==> config.mk <==
export PLATFORM = sky130hd
export DESIGN_NAME = mac_rx_axis_packer
export DESIGN_NICKNAME = d
export VERILOG_FILES = /design/src/rtl/mac_axis_pkg.sv /design/src/rtl/mac_rx_axis_packer_fifo.sv /design/src/rtl/mac_rx_axis_packer.sv
export SDC_FILE = /design/constraint.sdc
export NUM_CORES = 1
export LEC_CHECK = 0
export BUFFER_PORTS_ARGS = -buffer_cell sky130_fd_sc_hd__buf_4
export CORE_MARGIN = 4
export CORE_UTILIZATION = 50
export CTS_BUF_LIST = sky130_fd_sc_hd__clkbuf_8
export DETAILED_ROUTE_END_ITERATION = 16
export PLACE_DENSITY = 0.75
export SLEW_MARGIN = 20
export SYNTH_ARGS = -nofsm -noshare
export SYNTH_HDL_FRONTEND = slang
export SYNTH_SLANG_ARGS = --single-unit
==> constraint.sdc <==
create_clock -name aclk -period 2.9 [get_ports aclk]
set_input_delay 0.58 -clock aclk [delete_from_list [all_inputs] [get_ports aclk]]
set_output_delay 0.58 -clock aclk [all_outputs]
set_load 0.005 [all_outputs]
==> src/rtl/mac_axis_pkg.sv <==
// mac_axis_pkg: shared types and constants for the MAC receive AXI-Stream packer.
// Holds the packer state encoding, tuser status bit positions and the byte-lane
// derivation used to size the datapath.
package mac_axis_pkg;

    typedef enum logic [2:0] {
        ST_IDLE,
        ST_PACK,
        ST_DROP,
        ST_TERM,
        ST_SKIP
    } state_t;

    localparam int TUSER_ERR = 0;
    localparam int TUSER_OVF = 1;

    // Number of byte lanes in a data word of the given bit width.
    function automatic int bytes_of(input int data_size);
        return data_size / 8;
    endfunction

endpackage

==> src/rtl/mac_rx_axis_packer_fifo.sv <==
// axis_sync_fifo: synchronous word FIFO feeding the AXI-Stream master side.
// Read data comes straight from the storage flops; the write side reports
// space that already accounts for a pop happening in the same cycle.
module axis_sync_fifo #(
    parameter int WIDTH = 8,
    parameter int DEPTH = 4
) (
    input  logic             aclk,
    input  logic             areset,
    input  logic             wr_en,
    input  logic [WIDTH-1:0] wr_data,
    output logic             wr_ready,
    output logic             rd_valid,
    output logic [WIDTH-1:0] rd_data,
    input  logic             rd_ready
);

    localparam int AW = $clog2(DEPTH);

    logic [WIDTH-1:0] mem [DEPTH];
    logic [AW-1:0]    wr_ptr;
    logic [AW-1:0]    rd_ptr;
    logic [AW:0]      count;
    logic             push;
    logic             pop;

    assign rd_valid = (count != '0);
    assign pop      = rd_valid && rd_ready;
    assign wr_ready = (count < (AW+1)'(DEPTH)) || pop;
    assign push     = wr_en && wr_ready;
    // Idle output lanes read as zero so nothing stale is visible while tvalid=0.
    assign rd_data  = rd_valid ? mem[rd_ptr] : '0;

    // Storage write port; contents need no reset because count gates visibility.
    always_ff @(posedge aclk) begin
        if (push) begin
            mem[wr_ptr] <= wr_data;
        end
    end

    // Pointer and occupancy bookkeeping.
    always_ff @(posedge aclk) begin
        if (areset) begin
            wr_ptr <= '0;
            rd_ptr <= '0;
            count  <= '0;
        end else begin
            if (push) begin
                wr_ptr <= wr_ptr + 1'b1;
            end
            if (pop) begin
                rd_ptr <= rd_ptr + 1'b1;
            end
            case ({push, pop})
                2'b10:   count <= count + 1'b1;
                2'b01:   count <= count - 1'b1;
                default: count <= count;
            endcase
        end
    end

endmodule

==> src/rtl/mac_rx_axis_packer.sv <==
// mac_rx_axis_packer: packs the MAC's byte-wide receive stream little-endian
// into DATA_SIZE-wide AXI-Stream beats. Frame status travels on tuser of the
// tlast beat; FIFO overflow truncates the frame and closes it with an empty
// terminator beat. Define MAC_RX_PACK_STATS_EN to add frame_cnt/drop_cnt.
module mac_rx_axis_packer
    import mac_axis_pkg::*;
#(
    parameter int DATA_SIZE  = 32,
    parameter int USER_SIZE  = 32,
    parameter int FIFO_DEPTH = 4
) (
    input  logic                           aclk,
    input  logic                           areset,
    input  logic                           rx_dv,
    input  logic [7:0]                     rx_data,
    input  logic                           rx_er,
    output logic                           tvalid,
    output logic [DATA_SIZE-1:0]           tdata,
    output logic [bytes_of(DATA_SIZE)-1:0] tstrb,
    output logic [bytes_of(DATA_SIZE)-1:0] tkeep,
    output logic                           tlast,
    output logic [USER_SIZE-1:0]           tuser,
    input  logic                           tready
`ifdef MAC_RX_PACK_STATS_EN
    ,
    output logic [31:0]                    frame_cnt,
    output logic [15:0]                    drop_cnt
`endif
);

    localparam int BYTES = bytes_of(DATA_SIZE);
    localparam int CNT_W = $clog2(BYTES + 1);
    localparam int ENT_W = DATA_SIZE + BYTES + 3;

    state_t               state;
    logic [DATA_SIZE-1:0] hold;
    logic [CNT_W-1:0]     byte_cnt;
    logic                 err;
    logic                 rst_seen;

    logic [BYTES-1:0]     hold_keep;
    logic                 wr_en;
    logic                 wr_ready;
    logic [DATA_SIZE-1:0] wr_word;
    logic [BYTES-1:0]     wr_keep;
    logic                 wr_last;
    logic [1:0]           wr_user;
    logic [ENT_W-1:0]     wr_data;
    logic                 rd_valid;
    logic [ENT_W-1:0]     rd_data;
    logic [1:0]           rd_user;
    logic                 term_push;

    // Lane mask for the bytes collected so far, contiguous from lane 0.
    always_comb begin
        hold_keep = '0;
        for (int unsigned i = 0; i < BYTES; i++) begin
            hold_keep[i] = (CNT_W'(i) < byte_cnt);
        end
    end

    // FIFO write request: full word on the next byte, last word or terminator on rx_dv fall.
    always_comb begin
        wr_en   = 1'b0;
        wr_word = hold;
        wr_keep = '1;
        wr_last = 1'b0;
        wr_user = '0;
        unique case (state)
            ST_PACK: begin
                if (rx_dv) begin
                    wr_en = (byte_cnt == CNT_W'(BYTES));
                end else begin
                    wr_en              = 1'b1;
                    wr_keep            = hold_keep;
                    wr_last            = 1'b1;
                    wr_user[TUSER_ERR] = err;
                end
            end
            ST_DROP, ST_TERM: begin
                if (state == ST_TERM || !rx_dv) begin
                    wr_en              = 1'b1;
                    wr_word            = '0;
                    wr_keep            = '0;
                    wr_last            = 1'b1;
                    wr_user[TUSER_ERR] = err;
                    wr_user[TUSER_OVF] = 1'b1;
                end
            end
            default: ;
        endcase
    end

    assign wr_data   = {wr_user, wr_last, wr_keep, wr_word};
    assign term_push = wr_en && wr_ready && (state == ST_DROP || state == ST_TERM);

    // Frame packing state machine; the MAC cannot be stalled so every branch consumes the byte.
    always_ff @(posedge aclk) begin
        if (areset) begin
            state    <= ST_IDLE;
            hold     <= '0;
            byte_cnt <= '0;
            err      <= 1'b0;
            rst_seen <= 1'b1;
        end else begin
            rst_seen <= 1'b0;
            unique case (state)
                ST_IDLE: begin
                    if (rx_dv) begin
                        // A frame already in flight when reset released is unaligned: skip it.
                        if (rst_seen) begin
                            state <= ST_SKIP;
                        end else begin
                            state    <= ST_PACK;
                            hold     <= DATA_SIZE'(rx_data);
                            byte_cnt <= CNT_W'(1);
                            err      <= rx_er;
                        end
                    end
                end
                ST_PACK: begin
                    if (rx_dv) begin
                        err <= err | rx_er;
                        if (byte_cnt == CNT_W'(BYTES)) begin
                            if (wr_ready) begin
                                hold     <= DATA_SIZE'(rx_data);
                                byte_cnt <= CNT_W'(1);
                            end else begin
                                state <= ST_DROP;
                            end
                        end else begin
                            for (int unsigned i = 0; i < BYTES; i++) begin
                                if (CNT_W'(i) == byte_cnt) begin
                                    hold[i*8 +: 8] <= rx_data;
                                end
                            end
                            byte_cnt <= byte_cnt + CNT_W'(1);
                        end
                    end else begin
                        state <= wr_ready ? ST_IDLE : ST_TERM;
                    end
                end
                ST_DROP: begin
                    if (rx_dv) begin
                        err <= err | rx_er;
                    end else begin
                        state <= wr_ready ? ST_IDLE : ST_TERM;
                    end
                end
                ST_TERM: begin
                    if (wr_ready) begin
                        state <= rx_dv ? ST_SKIP : ST_IDLE;
                    end
                end
                ST_SKIP: begin
                    if (!rx_dv) begin
                        state <= ST_IDLE;
                    end
                end
                default: state <= ST_IDLE;
            endcase
        end
    end

    axis_sync_fifo #(
        .WIDTH (ENT_W),
        .DEPTH (FIFO_DEPTH)
    ) u_fifo (
        .aclk     (aclk),
        .areset   (areset),
        .wr_en    (wr_en),
        .wr_data  (wr_data),
        .wr_ready (wr_ready),
        .rd_valid (rd_valid),
        .rd_data  (rd_data),
        .rd_ready (tready)
    );

    assign {rd_user, tlast, tkeep, tdata} = rd_data;
    assign tvalid = rd_valid;
    assign tstrb  = tkeep;
    assign tuser  = USER_SIZE'(rd_user);

`ifdef MAC_RX_PACK_STATS_EN
    logic drop_inc;

    // A frame is dropped when its terminator is queued or when a skipped frame ends.
    assign drop_inc = term_push || (state == ST_SKIP && !rx_dv);

    // Delivered-frame and dropped-frame statistics.
    always_ff @(posedge aclk) begin
        if (areset) begin
            frame_cnt <= '0;
            drop_cnt  <= '0;
        end else begin
            if (tvalid && tready && tlast) begin
                frame_cnt <= frame_cnt + 32'd1;
            end
            if (drop_inc && drop_cnt != '1) begin
                drop_cnt <= drop_cnt + 16'd1;
            end
        end
    end
`endif

endmodule

[Word-level counts from Yosys, hierarchy flattened]
Memory sizes are Yosys's and may differ from the RTL's. A register that Yosys moved wholly into a read port is not among the register bits.
Index checks and enable logic that the tools add are counted.
Cells by class
  add/subtract/negate cells: 5
  equality and inequality tests: 24
  bitwise operators: 1
  multiplexer cells: 52
  reductions and logical operators: 20
  magnitude comparators: 5
Operator list (number)
  two-way mux 32 bit: 7
  one-hot mux 32 bit (2 select lines): 1
  two-way mux 3 bit: 14
  two-way mux 39 bit: 1
  two-way mux 8 bit: 4
  AND reduction 6 bit: 5
  != test 3 bit, second input constant: 6
  one-hot mux 3 bit (5 select lines): 1
  one-hot mux 3 bit (2 select lines): 2
  two-way mux 1 bit: 11
  != test 2 bit, second input constant: 5
  two-way mux 2 bit: 4
  two-way mux 4 bit: 2
  one-hot mux 1 bit (2 select lines): 4
  one-hot mux 4 bit (2 select lines): 1
  adder 3 x 1 -> 3 bit, second input constant: 2
  == test 2 x 3 -> 1 bit, first input constant: 2
  == test 3 x 2 -> 1 bit, second input constant: 2
  == test 3 bit, second input constant: 2
  logical NOT 3 bit: 2
  < comparator 1 x 3 -> 1 bit, first input constant: 2
  < comparator 2 x 3 -> 1 bit, first input constant: 2
  nonzero test 2 bit: 3
  AND reduction 5 bit: 1
  other kinds (16): 21
Word-level totals
  register bits after elaboration: 47
  bits in writable memories: 156
  memories: 1
  output and inout bits: 74
Memory list
  u_fifo.mem: words 4, bits a word 39, read ports 1, clocked after memory_dff 1, wr ports 1, line mac_rx_axis_packer_fifo.sv:20  | logic [WIDTH-1:0] mem [DEPTH];

[Logic depth before layout (Yosys ltp)]
  depth after elaboration: 7
  mapped depth: 12

[By module]
A second synthesis with hierarchy kept.
Unflattened totals
  cell total of the unflattened synthesis: 572
  area, all modules: 8737.1 µm²
By module, submodules not included
  axis_sync_fifo: times used 1, seq. area each 4864.7 µm², cells an instance 301, area an instance 6341.1 µm²
  mac_rx_axis_packer: times used 1, seq. area each 800.8 µm², cells an instance 271, area an instance 2396.0 µm²

[Least setup slack after synthesis]
Ideal clock, no wire load.
  path type: register to register
  start: register byte_cnt[0]
  end: register u_fifo.count[2]
  arrival: 2510 ps
  clock period less this slack: 2580 ps
  setup time: 70 ps
  slack: 320 ps
  required time: 2830 ps
  path buffers: 0
  stages on the path, launching flop included: 13
  cell sequence: dfxtp_1 inv_1 ha_1 and2_1 o22a_1 and2_1 inv_1 ha_1 inv_1 fa_1 xor2_1 or3_1 a21oi_1
Between the ends
  cells in the longest elaborated chain, start to end: 6
  elaborated cells between the ends (all ways): 8
Ends and longest elaborated chain
  from (decl): line mac_rx_axis_packer.sv:37  | logic [CNT_W-1:0] byte_cnt;
  from (signal assigned): line mac_rx_axis_packer.sv:137  | byte_cnt <= byte_cnt + CNT_W'(1);
  == test 3 bit *: line mac_rx_axis_packer.sv:72  | wr_en = (byte_cnt == CNT_W'(BYTES));
  two-way mux 1 bit *: line mac_rx_axis_packer.sv:71  | if (rx_dv) begin
  one-hot mux 1 bit (2 select lines) *: line mac_rx_axis_packer.sv:69  | unique case (state)
  logical AND 1 bit *: line mac_rx_axis_packer_fifo.sv:30  | assign push = wr_en && wr_ready;
  == test 2 x 1 -> 1 bit / == test 2 bit (equally long branches): line mac_rx_axis_packer_fifo.sv:54  | case ({push, pop})
  one-hot mux 3 bit (2 select lines) / nonzero test 2 bit (equally long branches)
  to (signal assigned): line mac_rx_axis_packer_fifo.sv:55  | 2'b10: count <= count + 1'b1;
  to (signal assigned): line mac_rx_axis_packer_fifo.sv:56  | 2'b01: count <= count - 1'b1;
  to (signal assigned): line mac_rx_axis_packer_fifo.sv:57  | default: count <= count;
  to (decl): line mac_rx_axis_packer_fifo.sv:23  | logic [AW:0] count;
Mark *: on every way between the ends. The rest lies on a longest branch, timed or not.
A chain may end at the register's enable or synchronous reset.

[Final worst setup path]
Same ends and word-level chain as after synthesis.

==> impl_metrics.tcl <==
set metrics [dict create \
    outcome "finished, final reports clean" \
    avgSynthCellArea_um2 14.3 \
    arrival_ns 3.13 \
    final.period_utilization 0.921 \
    port_buffers 56 \
    hp-start "rx_data[0]" \
    r2r_cells 12 \
    hp-class "input port to flop" \
    dr.first_iter.drc_count 393 \
    dieHeight_um 141 \
    async_reset_ff_frac 0 \
    path_max_fanout 6 \
    grt_pass1_wl_um 26500 \
    cts-root-buf "clkbuf_8" \
    ir_drop_uv 378 \
    area_growth_pct 12.9 \
    required_ns 3.36 \
    internal_power_mw 5.53 \
    drt_pass1_iterations 5 \
    grt_max_degree 51 \
    reg2reg_from "byte_cnt[0]$_SDFFE_PP0P_" \
    place.gp.congestion 0.860 \
    ys_types 56 \
    synth_top_area_cell "edfxtp_1" \
    drt-wirelength-per-cell_um 17.8 \
    drive_gt1_frac 0.229 \
    die_area_mm2 0.0198 \
    synth_area_leaders "edfxtp_1, dfxtp_1, mux4_2, and2_1, buf_4" \
    combPwrFrac 0.275 \
    swShare 0.296 \
    p_leak_nw 3.55 \
    synth_edf_count 156 \
    syn_area_mm2 0.00879 \
    clock_skew_ns 0.00964 \
    track_usage 0.165 \
    ant_nets 0 \
    nets 701 \
    rrSetupSlack_ns 0.23 \
    hold_violations 0 \
    hpwlAfterDp_um 10300 \
    cts.sinks 205 \
    place_inst 871 \
    slew_violations 0 \
    r2r_end "u_fifo.count[2]$_SDFFE_PP0P_" \
    placed_area_mm2 0.00937 \
    power_density_mw_per_mm2 792 \
    setup_viol 0 \
    worstMarginPinSlew_ns 0.680 \
    fin_cells 929 \
    worstSetupStartpointType "flop" \
    syn_inst 615 \
    first_global_vias 5254 \
    cts_resized 0 \
    finalWirelength_um 16600 \
    startpoint "byte_cnt[0]$_SDFFE_PP0P_" \
    final_cell_mix "edfxtp_1, and2_1, buf_4, dfxtp_1, a21oi_1" \
    fmax_ghz 0.374 \
    period_needed_ns 2.67 \
    grt_overflow_total 0 \
    diodes 0 \
    drc 0 \
    ys_seq_area_frac 0.645 \
    critPathMostFrequentCell "inv_1" \
    initial_utilization 0.510 \
    slowest_stage "fa_1" \
    path_depth 12 \
    vias 5116 \
    synth_top_area_share 0.533 \
    ys_warn_count 0 \
    final_cell_area_mm2 0.00992 \
    rsz0062_at_grt "no" \
    end_kind "flop" \
    fp.coreArea_mm2 0.0172 \
    htree_levels 1 \
    final_common_cell "edfxtp_1" \
    power_frac_clock 0.260 \
    viasPerCell 5.51 \
    clk_pin_slew_ns 0.06 \
    synth_ff_type "edfxtp_1" \
    cts_buffers 31 \
    cts_setup_buffers 0 \
    worstSetupEndpoint "u_fifo.count[2]$_SDFFE_PP0P_" \
    fin_setup_tns_ns 0 \
    switchingPower_mw 2.33 \
    slew_headroom 0.541 \
    cp_num_buf_inv 3 \
    io_pins 87 \
    slowest_delay_ns 0.38 \
    crit_family "adder cells" \
    cts_buffer_depth 3 \
    clk_latency_ns 0.55 \
    pwr-share-seq 0.465 \
    crit_type "flop to flop" \
    crit_chain "inv_1, ha_2, and2_2, o22a_1, and2_1, inv_1, ha_1, inv_1, fa_1, xor2_1, or3_1, a21oi_1" \
    antenna_found_initial 0 \
    fp-row-count 48 \
    ys_ff_latch 205 \
    holdBufCountCts 0 \
    cap_violations 0 \
    die_w_um 141 \
    cts_tree "yes" \
]
-- worst min path at each step --
stage	slack, ns	depth (start not counted)	end
2_1_floorplan	0.45	2	hold[0]$_SDFFE_PP0P_
3_3_place_gp	0.46	2	hold[6]$_SDFFE_PP0P_
3_5_place_dp	0.47	2	hold[20]$_SDFFE_PP0P_
4_1_cts	0.29	3	hold[0]$_SDFFE_PP0P_
5_1_grt	0.30	3	hold[0]$_SDFFE_PP0P_
6_report	0.31	3	hold[0]$_SDFFE_PP0P_
-- cell usage after synthesis (2+ instances only) --
library cell    n
edfxtp_1      156
and2_1         75
dfxtp_1        49
a21oi_1        41
mux4_2         39
o21ai_0        39
nand3_1        37
buf_4          36
clkbuf_1       24
inv_1          14
and3_1         12
nor2_1         11
ha_1            8
buf_2           7
nand2_1         7
nor2b_1         5
or3_1           4
nand2b_1        3
o211ai_1        3
xor2_1          3
a21o_1          2
nand3b_1        2
nand4_1         2
o211a_1         2
o221ai_1        2
xnor2_1         2
-- cells by family (layout without fill, tap and decap cells) --
kind of cell / Yosys count / after routing / synth area share
XOR/XNOR: 5 / 5 / 0.00498
AND/OR/NAND/NOR: 168 / 168 / 0.112
adder cells (fa/ha/maj): 9 / 9 / 0.0137
AO/OA/AOI/OAI: 104 / 104 / 0.0702
multiplexers: 40 / 40 / 0.101
flip-flops: 205 / 205 / 0.645
buffers and inverters: 83 / 143 / 0.0527
other: 1 / 30 / 0.000427
-- per-stage QoR --
stage	utilization	setup WS [ns]	hold WS, ns	total power, mW
floorplan	-	0.320	0.449	5.16
global placement	0.544	0.326	0.462	5.83
detailed placement	0.544	0.103	0.467	5.91
CTS	0.575	0.0834	0.287	7.95
global route	0.576	0.0487	0.300	8.30
finish	0.576	0.229	0.312	7.86
-- cell type report --
class / count / area, µm²
sequential: 205 / 5670
clock inverter: 26 / 105
fill: 1329 / 7310
multi-input combinational: 356 / 2780
clock buffer: 32 / 440
timing repair buffer: 71 / 596
inverter: 14 / 52.6
tap: 225 / 282
-- worst register-to-register path: stages, from the launching register on --
cell     delay, ns
dfxtp_2       0.37
inv_1         0.11
ha_2          0.22
and2_2        0.24
o22a_1        0.17
and2_1        0.15
inv_1         0.05
ha_1          0.18
inv_1         0.06
fa_1          0.38
xor2_1        0.16
or3_1         0.32
a21oi_1       0.17
-- power by group through the flow --
stage	clock network (mW)	registers, mW	logic, mW
4_1_cts	2.09	3.65	2.20
5_1_grt	2.24	3.68	2.38
3_3_place_gp	0	3.69	2.14
3_5_place_dp	0	3.71	2.20
6_report	2.04	3.65	2.16
2_1_floorplan	0	3.64	1.53
-- registers in the layout, indices dropped and copies added (netlist names), named ones only --
signal,cells
u_fifo.count,3
rst_seen,1
err,1
u_fifo.wr_ptr,2
byte_cnt,3
state,3
u_fifo.rd_ptr,2
hold,32
u_fifo.mem,156
-- layer usage --
| layer | share of wire | vias to the layer above | wire length, µm | track usage |
|---|---|---|---|---|
| met5 | 0 | - | 0 | 0 |
| met1 | 0.40 | 2521 | 6660 | 0.211 |
| met2 | 0.51 | 181 | 8420 | 0.285 |
| li1 | - | 2380 | - | - |
| met4 | 0.023 | 0 | 384 | 0.0525 |
| met3 | 0.067 | 34 | 1110 | 0.0312 |
(Power assumes the default switching activity.)
